File: src/rtl/aes_wddl_pkg.sv
// -----------------------------------------------------------------------------
// aes_wddl_pkg
// Shared definitions for the WDDL AddRoundKey pipeline stage:
//   - wddl_state_e      : precharge / idle / evaluate FSM encoding
//   - PRE_CNT_W         : width of the precharge cycle counter
//   - pre_cycles_legal  : legality check for the PRE_CYCLES parameter (1..15)
//   - nbytes_legal      : legality check for the NBYTES parameter (1..16)
// No ports (package).
// -----------------------------------------------------------------------------
package aes_wddl_pkg;

   typedef enum logic [1:0] {
      ST_PRE  = 2'd0,
      ST_IDLE = 2'd1,
      ST_EVAL = 2'd2
   } wddl_state_e;

   // Four bits cover the whole legal PRE_CYCLES range, so the counter never wraps.
   localparam int PRE_CNT_W = 4;

   function automatic bit pre_cycles_legal(input int pre_cycles);
      return (pre_cycles >= 32'sd1) && (pre_cycles <= 32'sd15);
   endfunction

   function automatic bit nbytes_legal(input int nbytes);
      return (nbytes >= 32'sd1) && (nbytes <= 32'sd16);
   endfunction

endpackage

File: src/rtl/aes_wddl_rail_chk.sv
// -----------------------------------------------------------------------------
// aes_wddl_rail_chk
// Sticky rail-fault detector for a WDDL dual-rail bus.
//   eval=1 : fault if any bit has rail_t == rail_f (not complementary)
//   eval=0 : fault if any rail bit is 1 (precharge must be all zero)
// A fault sets alarm at the next rising edge; alarm holds until reset.
// Ports:
//   clk     in  1  rising-edge clock
//   rst_n   in  1  asynchronous active-low reset
//   eval    in  1  bus is in its evaluate phase
//   rail_t  in  W  true rail
//   rail_f  in  W  false rail
//   alarm   out 1  sticky fault flag
// -----------------------------------------------------------------------------
module aes_wddl_rail_chk #(
   parameter int W = 128
) (
   input  logic         clk,
   input  logic         rst_n,
   input  logic         eval,
   input  logic [W-1:0] rail_t,
   input  logic [W-1:0] rail_f,
   output logic         alarm
);

   logic fault_s;
   logic alarm_r;

   // Phase-dependent rail fault detection.
   always_comb begin
      fault_s = 1'b0;
      if (eval) begin
         fault_s = |(~(rail_t ^ rail_f));
      end else begin
         fault_s = |(rail_t | rail_f);
      end
   end

   // Sticky alarm register, cleared only by reset.
   always_ff @(posedge clk or negedge rst_n) begin
      if (!rst_n) begin
         alarm_r <= 1'b0;
      end else begin
         alarm_r <= alarm_r | fault_s;
      end
   end

   assign alarm = alarm_r;

endmodule

File: src/rtl/wddl_xor2.sv
// -----------------------------------------------------------------------------
// wddl_xor2
// WDDL dual-rail XOR built only from AND/OR terms so that an all-zero
// (precharge) input yields an all-zero output on both rails.
// Ports:
//   a, a_n   in  W  operand A, true / false rail
//   b, b_n   in  W  operand B, true / false rail
//   y, y_n   out W  result, true / false rail (exact complement for valid inputs)
// -----------------------------------------------------------------------------
module wddl_xor2 #(
   parameter int W = 128
) (
   input  logic [W-1:0] a,
   input  logic [W-1:0] a_n,
   input  logic [W-1:0] b,
   input  logic [W-1:0] b_n,
   output logic [W-1:0] y,
   output logic [W-1:0] y_n
);

   // Monotone positive-logic XOR / XNOR pair.
   assign y   = (a & b_n) | (a_n & b);
   assign y_n = (a & b)   | (a_n & b_n);

endmodule

File: src/rtl/aes_addroundkey_wddl_pipe.sv
// -----------------------------------------------------------------------------
// aes_addroundkey_wddl_pipe
// WDDL dual-rail AddRoundKey stage with a precharge/evaluate FSM and
// valid/ready handshakes on both sides. Between successive results both output
// rails are forced to zero for PRE_CYCLES cycles.
//   ld_r=1 : result = text_in XOR w_i (dual-rail)
//   ld_r=0 : result = sa_i / sa_i_n passthrough
// Optional feature macro: AES_WDDL_ALARM_EN (enables the sticky rail checker;
// otherwise alarm is tied to 0).
// Ports:
//   clk, rst_n             clock, asynchronous active-low reset
//   in_valid / in_ready    input handshake (in_ready high only in IDLE)
//   ld_r                   source select, sampled on the input handshake
//   text_in, text_in_n     plaintext rails          (W = 8*NBYTES)
//   w_i, w_i_n             round key rails
//   sa_i, sa_i_n           state feedback rails
//   sa_o, sa_o_n           result rails, zero while not evaluating
//   out_valid / out_ready  output handshake
//   alarm                  sticky rail-fault flag
// -----------------------------------------------------------------------------
module aes_addroundkey_wddl_pipe
   import aes_wddl_pkg::*;
#(
   parameter int NBYTES     = 16,
   parameter int PRE_CYCLES = 1
) (
   input  logic                clk,
   input  logic                rst_n,
   input  logic                in_valid,
   output logic                in_ready,
   input  logic                ld_r,
   input  logic [8*NBYTES-1:0] text_in,
   input  logic [8*NBYTES-1:0] text_in_n,
   input  logic [8*NBYTES-1:0] w_i,
   input  logic [8*NBYTES-1:0] w_i_n,
   input  logic [8*NBYTES-1:0] sa_i,
   input  logic [8*NBYTES-1:0] sa_i_n,
   output logic [8*NBYTES-1:0] sa_o,
   output logic [8*NBYTES-1:0] sa_o_n,
   output logic                out_valid,
   input  logic                out_ready,
   output logic                alarm
);

   localparam int W = 8 * NBYTES;
   localparam logic [PRE_CNT_W-1:0] CNT_RELOAD = PRE_CNT_W'(PRE_CYCLES);
   localparam logic [PRE_CNT_W-1:0] CNT_ONE    = PRE_CNT_W'(1);
   localparam logic [W-1:0]         RAIL_ZERO  = '0;

   if (!pre_cycles_legal(PRE_CYCLES) || !nbytes_legal(NBYTES)) begin : g_bad_param
      $error("aes_addroundkey_wddl_pipe: NBYTES must be 1..16 and PRE_CYCLES 1..15");
   end

   wddl_state_e          state_r;
   wddl_state_e          state_nxt_s;
   logic [PRE_CNT_W-1:0] cnt_r;
   logic [PRE_CNT_W-1:0] cnt_nxt_s;
   logic [W-1:0]         sa_r;
   logic [W-1:0]         sa_n_r;
   logic [W-1:0]         sa_nxt_s;
   logic [W-1:0]         sa_n_nxt_s;
   logic                 out_valid_r;
   logic                 out_valid_nxt_s;
   logic                 in_ready_r;
   logic                 in_ready_nxt_s;
   logic [W-1:0]         xor_t_s;
   logic [W-1:0]         xor_f_s;
   logic [W-1:0]         sel_t_s;
   logic [W-1:0]         sel_f_s;

   wddl_xor2 #(.W(W)) u_xor (
      .a   (text_in),
      .a_n (text_in_n),
      .b   (w_i),
      .b_n (w_i_n),
      .y   (xor_t_s),
      .y_n (xor_f_s)
   );

   // Source select; no rail correction, non-complementary inputs pass as-is.
   always_comb begin
      if (ld_r) begin
         sel_t_s = xor_t_s;
         sel_f_s = xor_f_s;
      end else begin
         sel_t_s = sa_i;
         sel_f_s = sa_i_n;
      end
   end

   // State, counter and registered outputs.
   always_ff @(posedge clk or negedge rst_n) begin
      if (!rst_n) begin
         state_r     <= ST_PRE;
         cnt_r       <= CNT_RELOAD;
         sa_r        <= RAIL_ZERO;
         sa_n_r      <= RAIL_ZERO;
         out_valid_r <= 1'b0;
         in_ready_r  <= 1'b0;
      end else begin
         state_r     <= state_nxt_s;
         cnt_r       <= cnt_nxt_s;
         sa_r        <= sa_nxt_s;
         sa_n_r      <= sa_n_nxt_s;
         out_valid_r <= out_valid_nxt_s;
         in_ready_r  <= in_ready_nxt_s;
      end
   end

   // Next-state logic.
   always_comb begin
      state_nxt_s = state_r;
      case (state_r)
         ST_PRE: begin
            // Leaving at count 1 gives exactly PRE_CYCLES cycles in PRE.
            if (cnt_r <= CNT_ONE) begin
               state_nxt_s = ST_IDLE;
            end else begin
               state_nxt_s = ST_PRE;
            end
         end
         ST_IDLE: begin
            if (in_valid) begin
               state_nxt_s = ST_EVAL;
            end else begin
               state_nxt_s = ST_IDLE;
            end
         end
         ST_EVAL: begin
            if (out_ready) begin
               state_nxt_s = ST_PRE;
            end else begin
               state_nxt_s = ST_EVAL;
            end
         end
         default: begin
            state_nxt_s = ST_PRE;
         end
      endcase
   end

   // Next values of the counter and the registered outputs.
   always_comb begin
      cnt_nxt_s       = cnt_r;
      sa_nxt_s        = RAIL_ZERO;
      sa_n_nxt_s      = RAIL_ZERO;
      out_valid_nxt_s = 1'b0;
      in_ready_nxt_s  = 1'b0;
      case (state_r)
         ST_PRE: begin
            if (cnt_r <= CNT_ONE) begin
               in_ready_nxt_s = 1'b1;
            end else begin
               cnt_nxt_s      = cnt_r - CNT_ONE;
               in_ready_nxt_s = 1'b0;
            end
         end
         ST_IDLE: begin
            if (in_valid) begin
               sa_nxt_s        = sel_t_s;
               sa_n_nxt_s      = sel_f_s;
               out_valid_nxt_s = 1'b1;
            end else begin
               in_ready_nxt_s  = 1'b1;
            end
         end
         ST_EVAL: begin
            // An in_valid arriving here is ignored; it waits for IDLE.
            if (out_ready) begin
               cnt_nxt_s       = CNT_RELOAD;
            end else begin
               sa_nxt_s        = sa_r;
               sa_n_nxt_s      = sa_n_r;
               out_valid_nxt_s = 1'b1;
            end
         end
         default: begin
            cnt_nxt_s = CNT_RELOAD;
         end
      endcase
   end

   assign sa_o      = sa_r;
   assign sa_o_n    = sa_n_r;
   assign out_valid = out_valid_r;
   assign in_ready  = in_ready_r;

`ifdef AES_WDDL_ALARM_EN
   aes_wddl_rail_chk #(.W(W)) u_rail_chk (
      .clk    (clk),
      .rst_n  (rst_n),
      .eval   (out_valid_r),
      .rail_t (sa_r),
      .rail_f (sa_n_r),
      .alarm  (alarm)
   );
`else
   assign alarm = 1'b0;
`endif

endmodule

File: config.mk
export PLATFORM = sky130hd
export DESIGN_NAME = aes_addroundkey_wddl_pipe
export DESIGN_NICKNAME = d
export VERILOG_FILES = /design/src/rtl/aes_wddl_pkg.sv /design/src/rtl/aes_wddl_rail_chk.sv /design/src/rtl/wddl_xor2.sv /design/src/rtl/aes_addroundkey_wddl_pipe.sv
export SDC_FILE = /design/constraint.sdc
export NUM_CORES = 1
export LEC_CHECK = 0
export CAP_MARGIN = 30
export CORE_AREA = 2 2 404 406
export CTS_CLUSTER_DIAMETER = 100
export DETAILED_ROUTE_END_ITERATION = 12
export DIE_AREA = 0 0 406 408
export SLEW_MARGIN = 20
export SYNTH_ARGS = -nofsm -noshare
export SYNTH_HDL_FRONTEND = slang
export SYNTH_SLANG_ARGS = --single-unit
File: constraint.sdc
create_clock -name clk -period 1.85 [get_ports clk]
set_input_delay 0.37 -clock clk [delete_from_list [all_inputs] [get_ports clk]]
set_output_delay 0.37 -clock clk [all_outputs]
set_load 0.02 [all_outputs]
# [After elaboration in Yosys (flattened, before gate mapping)]
# Cells that the tools add are included.
[op_classes] addsub=1 n_lt_le_gt_ge=1 n_eq_ne=4 n_mux=20 bitwise=7 reduce_logical=2
[ops] cell="128-bit 2-to-1 mux" count=5
[ops] cell="128-bit AND" count=4
[ops] cell="128-bit one-hot mux with 2 select lines" count=2
[ops] cell="128-bit bitwise OR" count=2
[ops] cell="4-bit one-hot mux with 3 select lines" count=1
[ops] cell="4-bit 2-to-1 mux" count=2
[ops] cell="2-bit one-hot mux with 3 select lines" count=1
[ops] cell="1-bit 2-to-1 mux" count=5
[ops] cell="4-bit by 1-bit <= comparator with 1-bit output (second input constant)" count=1
[ops] cell="2-bit 2-to-1 mux" count=2
[ops] cell="2-bit != test (second input constant)" count=2
[ops] cell="1-bit one-hot mux with 2 select lines" count=2
[ops] cell="4-bit by 1-bit subtractor with 4-bit output (second input constant)" count=1
[ops] cell="3-bit AND reduction" count=1
[ops] cell="2-bit by 1-bit equality test with 1-bit output (second input constant)" count=1
[ops] cell="2-bit equality test (second input constant)" count=1
[ops] cell="2-bit zero test" count=1
[ops] cell="1-bit NOT" count=1
[totals] reg_bits=264 in_bits=773 output_inout_bits=259

# [Depth between registers and ports, before layout]
[depth] word_depth=5 mapped_depth=8 mapped_depth_nobuf=5

# [Modules after synthesis]
# Synthesis repeated with hierarchy kept, for this count alone.
[hier_totals] hier_cells=1414 area_unflattened_um2=14376.3
[by_module_without_submodules] mod="aes_addroundkey_wddl_pipe" instances=1 cells_per_inst=1158 area_per_inst_um2=12134.1
[by_module_without_submodules] mod="wddl_xor2" instances=1 cells_per_inst=256 area_per_inst_um2=2242.2

# [Least setup slack after synthesis]
# No wires, ideal clock.
[synth_path] path_kind="reg-to-reg" start="register cnt_r[0]" end="register cnt_r[0]" t_arrival_ns=1.662 setup_slack_ns=0.104 stages_incl_launch_ff=6 n_path_buf=0 synth_period_minus_slack_ns=1.746 path_cell_list="dfstp_2 inv_1 ha_1 or2_4 a311oi_2 mux2_1"
[synth_via] elab_chain_cells=3 word_cells_on_any_way=6 cone_classes="1 x add/sub; 1 x order compare; 1 x eq/ne; 2 x mux; 1 x reduce/logical"
[synth_rtl] element="start: declaration" line="aes_addroundkey_wddl_pipe.sv:56" text="logic [PRE_CNT_W-1:0] cnt_r;"
[synth_rtl] element="start signal: assignment" line="aes_addroundkey_wddl_pipe.sv:102" text="cnt_r <= cnt_nxt_s;"
[synth_rtl] element="4-bit by 1-bit subtractor with 4-bit output / 4-bit by 1-bit <= comparator with 1-bit output (equally long branches)" line="aes_addroundkey_wddl_pipe.sv:154, aes_addroundkey_wddl_pipe.sv:151"
[synth_rtl] element="4-bit 2-to-1 mux / 2-bit != test (equally long branches)"
[synth_rtl] element="4-bit one-hot mux with 3 select lines / 3-bit AND reduction (equally long branches)"
# Several ways; a longest one is shown, not always the timed one. The select of a mux whose other input is x is not followed.
# A chain may end at the register's enable or synchronous reset.

# [Worst setup path after layout]
[layout_path] start="register sa_r[83] (netlist: sa_o[83])" end="output sa_o[83]"
[layout_rtl] element="start: declaration" line="aes_addroundkey_wddl_pipe.sv:58" text="logic [W-1:0] sa_r;"
[layout_rtl] element="start signal: assignment" line="aes_addroundkey_wddl_pipe.sv:103" text="sa_r <= sa_nxt_s;"
[layout_rtl] element="end: declaration" line="aes_addroundkey_wddl_pipe.sv:38" text="output logic [8*NBYTES-1:0] sa_o,"
# No word-level cell between the ends.

==> impl_metrics.ini <==
[status]
status = complete, no violations

[global_route]
grt_max_degree = 89
antenna_found_initial = 139
track_usage_pct = 15.5
grt_pass1_wl_um = 170000
gr-total-overflow = 0
first_global_vias = 17500

[floorplan]
ios = 1032
core-area_um2 = 162000
die_height_um = 408
dieArea_um2 = 166000
start_util_pct = 8.64
num_rows = 148
die_x_um = 406

[layout]
fin_area_um2 = 29300
drive_gt1_share_pct = 11.6
final_common_cell = clkdlybuf4s50_1
area_growth_pct = 110
layout.cells.most_common_list = clkdlybuf4s50_1, dfrtp_1, a21oi_1, nor2_1
nets = 3380
utilization_pct = 18.1

[placement]
gp_routability_congestion = 0.962
placed_area_um2 = 28100
dp_hpwl_um = 118000
place_ws_ns = -0.151
io_buffers = 1030

[critical_path]
rr_startpoint = cnt_r[0]$_DFFE_PN1P_
path_cells = dlygate4sd2_1
cp_slowest_cell = dfrtp_1
critPathMaxStageDelay_ns = 0.44
required_ns = 1.48
path_class = reg -> out
startpoint_type = flip-flop
r2r_slack_ns = 0.07
crit_fanout = 2
crit_family = flip-flops
path_buf_inv = 1
reg2reg_depth = 5
cp.arrival_ns = 1.43
reg2reg_to = cnt_r[0]$_DFFE_PN1P_
critPathCaptureType = output pin

[timing]
fmax_mhz = 556
fin_skew_ns = 0.0376
relSlewSlack_pct = 66.2
drv_slew = 0
finalCritPeriodShare_pct = 97.2
post-route-worst-setup-slack_ns = 0.0524
finalHoldViolations = 0
setup_viol = 0
post-route-min-period_ns = 1.80
worst_pin_slew_ns = 0.507
rsz0062_at_grt = yes

[synth]
syn_avg_cell_area_um2 = 9.69
synth_edf_count = 0
synth_seq_area_share_pct = 47.3
synth_top_area_share_pct = 47.1
ys_top_cells_by_area = dfrtp_1, a22o_1, a22oi_1
synth_nets = 2221
netlist_instances = 1442
ys_warn_count = 0
syn_area_um2 = 14000
ys_seq_elements = 264
synth_cell_type_count = 29
synth_ff_type = dfrtp_1
ys_async_sr_fraction_pct = 100
yosys.area.top_type = dfrtp_1

[clock_tree]
htreeDepth = 2
cts-root-buf = clkbuf_16
clock_latency_ns = 0.60
clock-sinks = 264
cts_buffer_depth = 3
cts_tree = done
clk_pin_slew_ns = 0.06
numCtsBuffers = 37

[power_and_ir_drop]
power_density_nw_per_um2 = 861
p_leak_nw = 12.8
ir_drop_v = 0.000681

[detailed_routing]
totalWireLength_um = 135000
post_drt_via_cell_ratio = 3.78
wl_per_cell_um = 27.9
vias = 18300
dr.pass1.iters = 5
drtIter0Drc = 1509
drc = 0
ant_nets = 0

[flow_run]
drv_cap = 0

[worst_hold_path]
holdCritPathClass = in -> async
[registers in the layout, summed over array words and instances (netlist names)]
| name | flops |
|---|---|
| in_ready | 1 |
| sa_o | 128 |
| sa_o_n | 128 |
| cnt_r | 4 |
| out_valid | 1 |
| state_r | 2 |
[cells in the mapped netlist, types with 2 or more instances]
cell type	n
nand3_1	2
a22o_1	256
nand2_1	4
a22oi_1	256
buf_6	12
nor2_1	257
nand2b_1	4
a21oi_1	258
ha_1	6
buf_2	63
o311ai_1	2
inv_1	4
dfrtp_1	263
buf_4	20
clkbuf_1	21
[worst max path at each step]
stage | start | end | slack [ns] | cells past startpoint
2_1_floorplan | cnt_r[0]$_DFFE_PN1P_ | cnt_r[0]$_DFFE_PN1P_ | 0.10 | 5
3_3_place_gp | text_in[32] | sa_o[32]$_DFFE_PN0P_ | -0.13 | 5
3_5_place_dp | text_in[32] | sa_o[32]$_DFFE_PN0P_ | -0.15 | 5
4_1_cts | sa_o_n[108]$_DFFE_PN0P_ | sa_o_n[108] | 0.002 | 1
5_1_grt | state_r[0]$_DFF_PN0_ | sa_o_n[6]$_DFFE_PN0P_ | -0.02 | 7
6_report | sa_o[83]$_DFFE_PN0P_ | sa_o[83] | 0.05 | 1
[stage by stage]
step                      total power [W]  cells  hold slack [ns]  setup TNS [ns]
final                              0.0252   4834            0.267               0
after global placement             0.0179   4733            0.305          -13.14
after detailed placement           0.0180   4733            0.306          -13.46
after CTS                          0.0255   4800            0.232               0
after floorplan                    0.0115   1442           0.0744               0
after global routing               0.0264   4805            0.259          -0.216
[worst register-to-register path: stages, from the launching register on]
cell      delay, ns
dfstp_2        0.54
inv_1          0.04
ha_1           0.22
or2_4          0.28
a311oi_4       0.28
mux2_1         0.35
[cell type report]
class | instances | area (um2)
Antenna cell | 31 | 77.6
Clock buffer | 50 | 1070
Clock inverter | 16 | 231
Fill cell | 18000 | 132000
Inverter | 4 | 15.0
Multi-Input combinational cell | 1058 | 6690
Sequential cell | 264 | 6610
Tap cell | 2175 | 2720
Timing Repair Buffer | 1236 | 11900
[kinds of logic (layout without fill, tap and decap cells)]
group | Yosys count | in the layout | synth area share (%)
compound gates | 777 | 777 | 39.5
simple gates | 272 | 272 | 7.55
flops | 264 | 264 | 47.3
buf+inv | 120 | 1306 | 4.97
fa+ha+maj | 6 | 6 | 0.537
mux | 2 | 2 | 0.152
other cells | 1 | 32 | 0.0268
[power by group]
part	leakage (nW)	total [W]	switching [W]	internal, W
registers	3.61	0.00756	0.000742	0.00682
logic	8.61	0.00981	0.00523	0.00458
clock network	0.629	0.00786	0.00310	0.00476
[layer usage]
layer / vias to the layer above / GRT usage, % / share of wire, % / wire length (um)
met5: - / 0 / 0.36 / 489
met4: 72 / 3.49 / 3.0 / 4030
met3: 322 / 6.06 / 9.9 / 13300
met2: 1003 / 26.7 / 48 / 64400
met1: 8905 / 18.0 / 39 / 52500
li1: 7972 / - / - / -
[timing repair]
| action | CTS | global route |
|---|---|---|
| pin swaps | 0 | 2 |
| setup endpoints to repair | 228 | 46 |
| cloned | 0 | 1 |
| buffers inserted | 0 | 2 |
| endpoints found under the hold margin | 38 | 0 |
| resized for setup | 238 | 4 |
| hold buffers | 1 | 0 |
No activity file was read; power rests on OpenSTA's default activity.
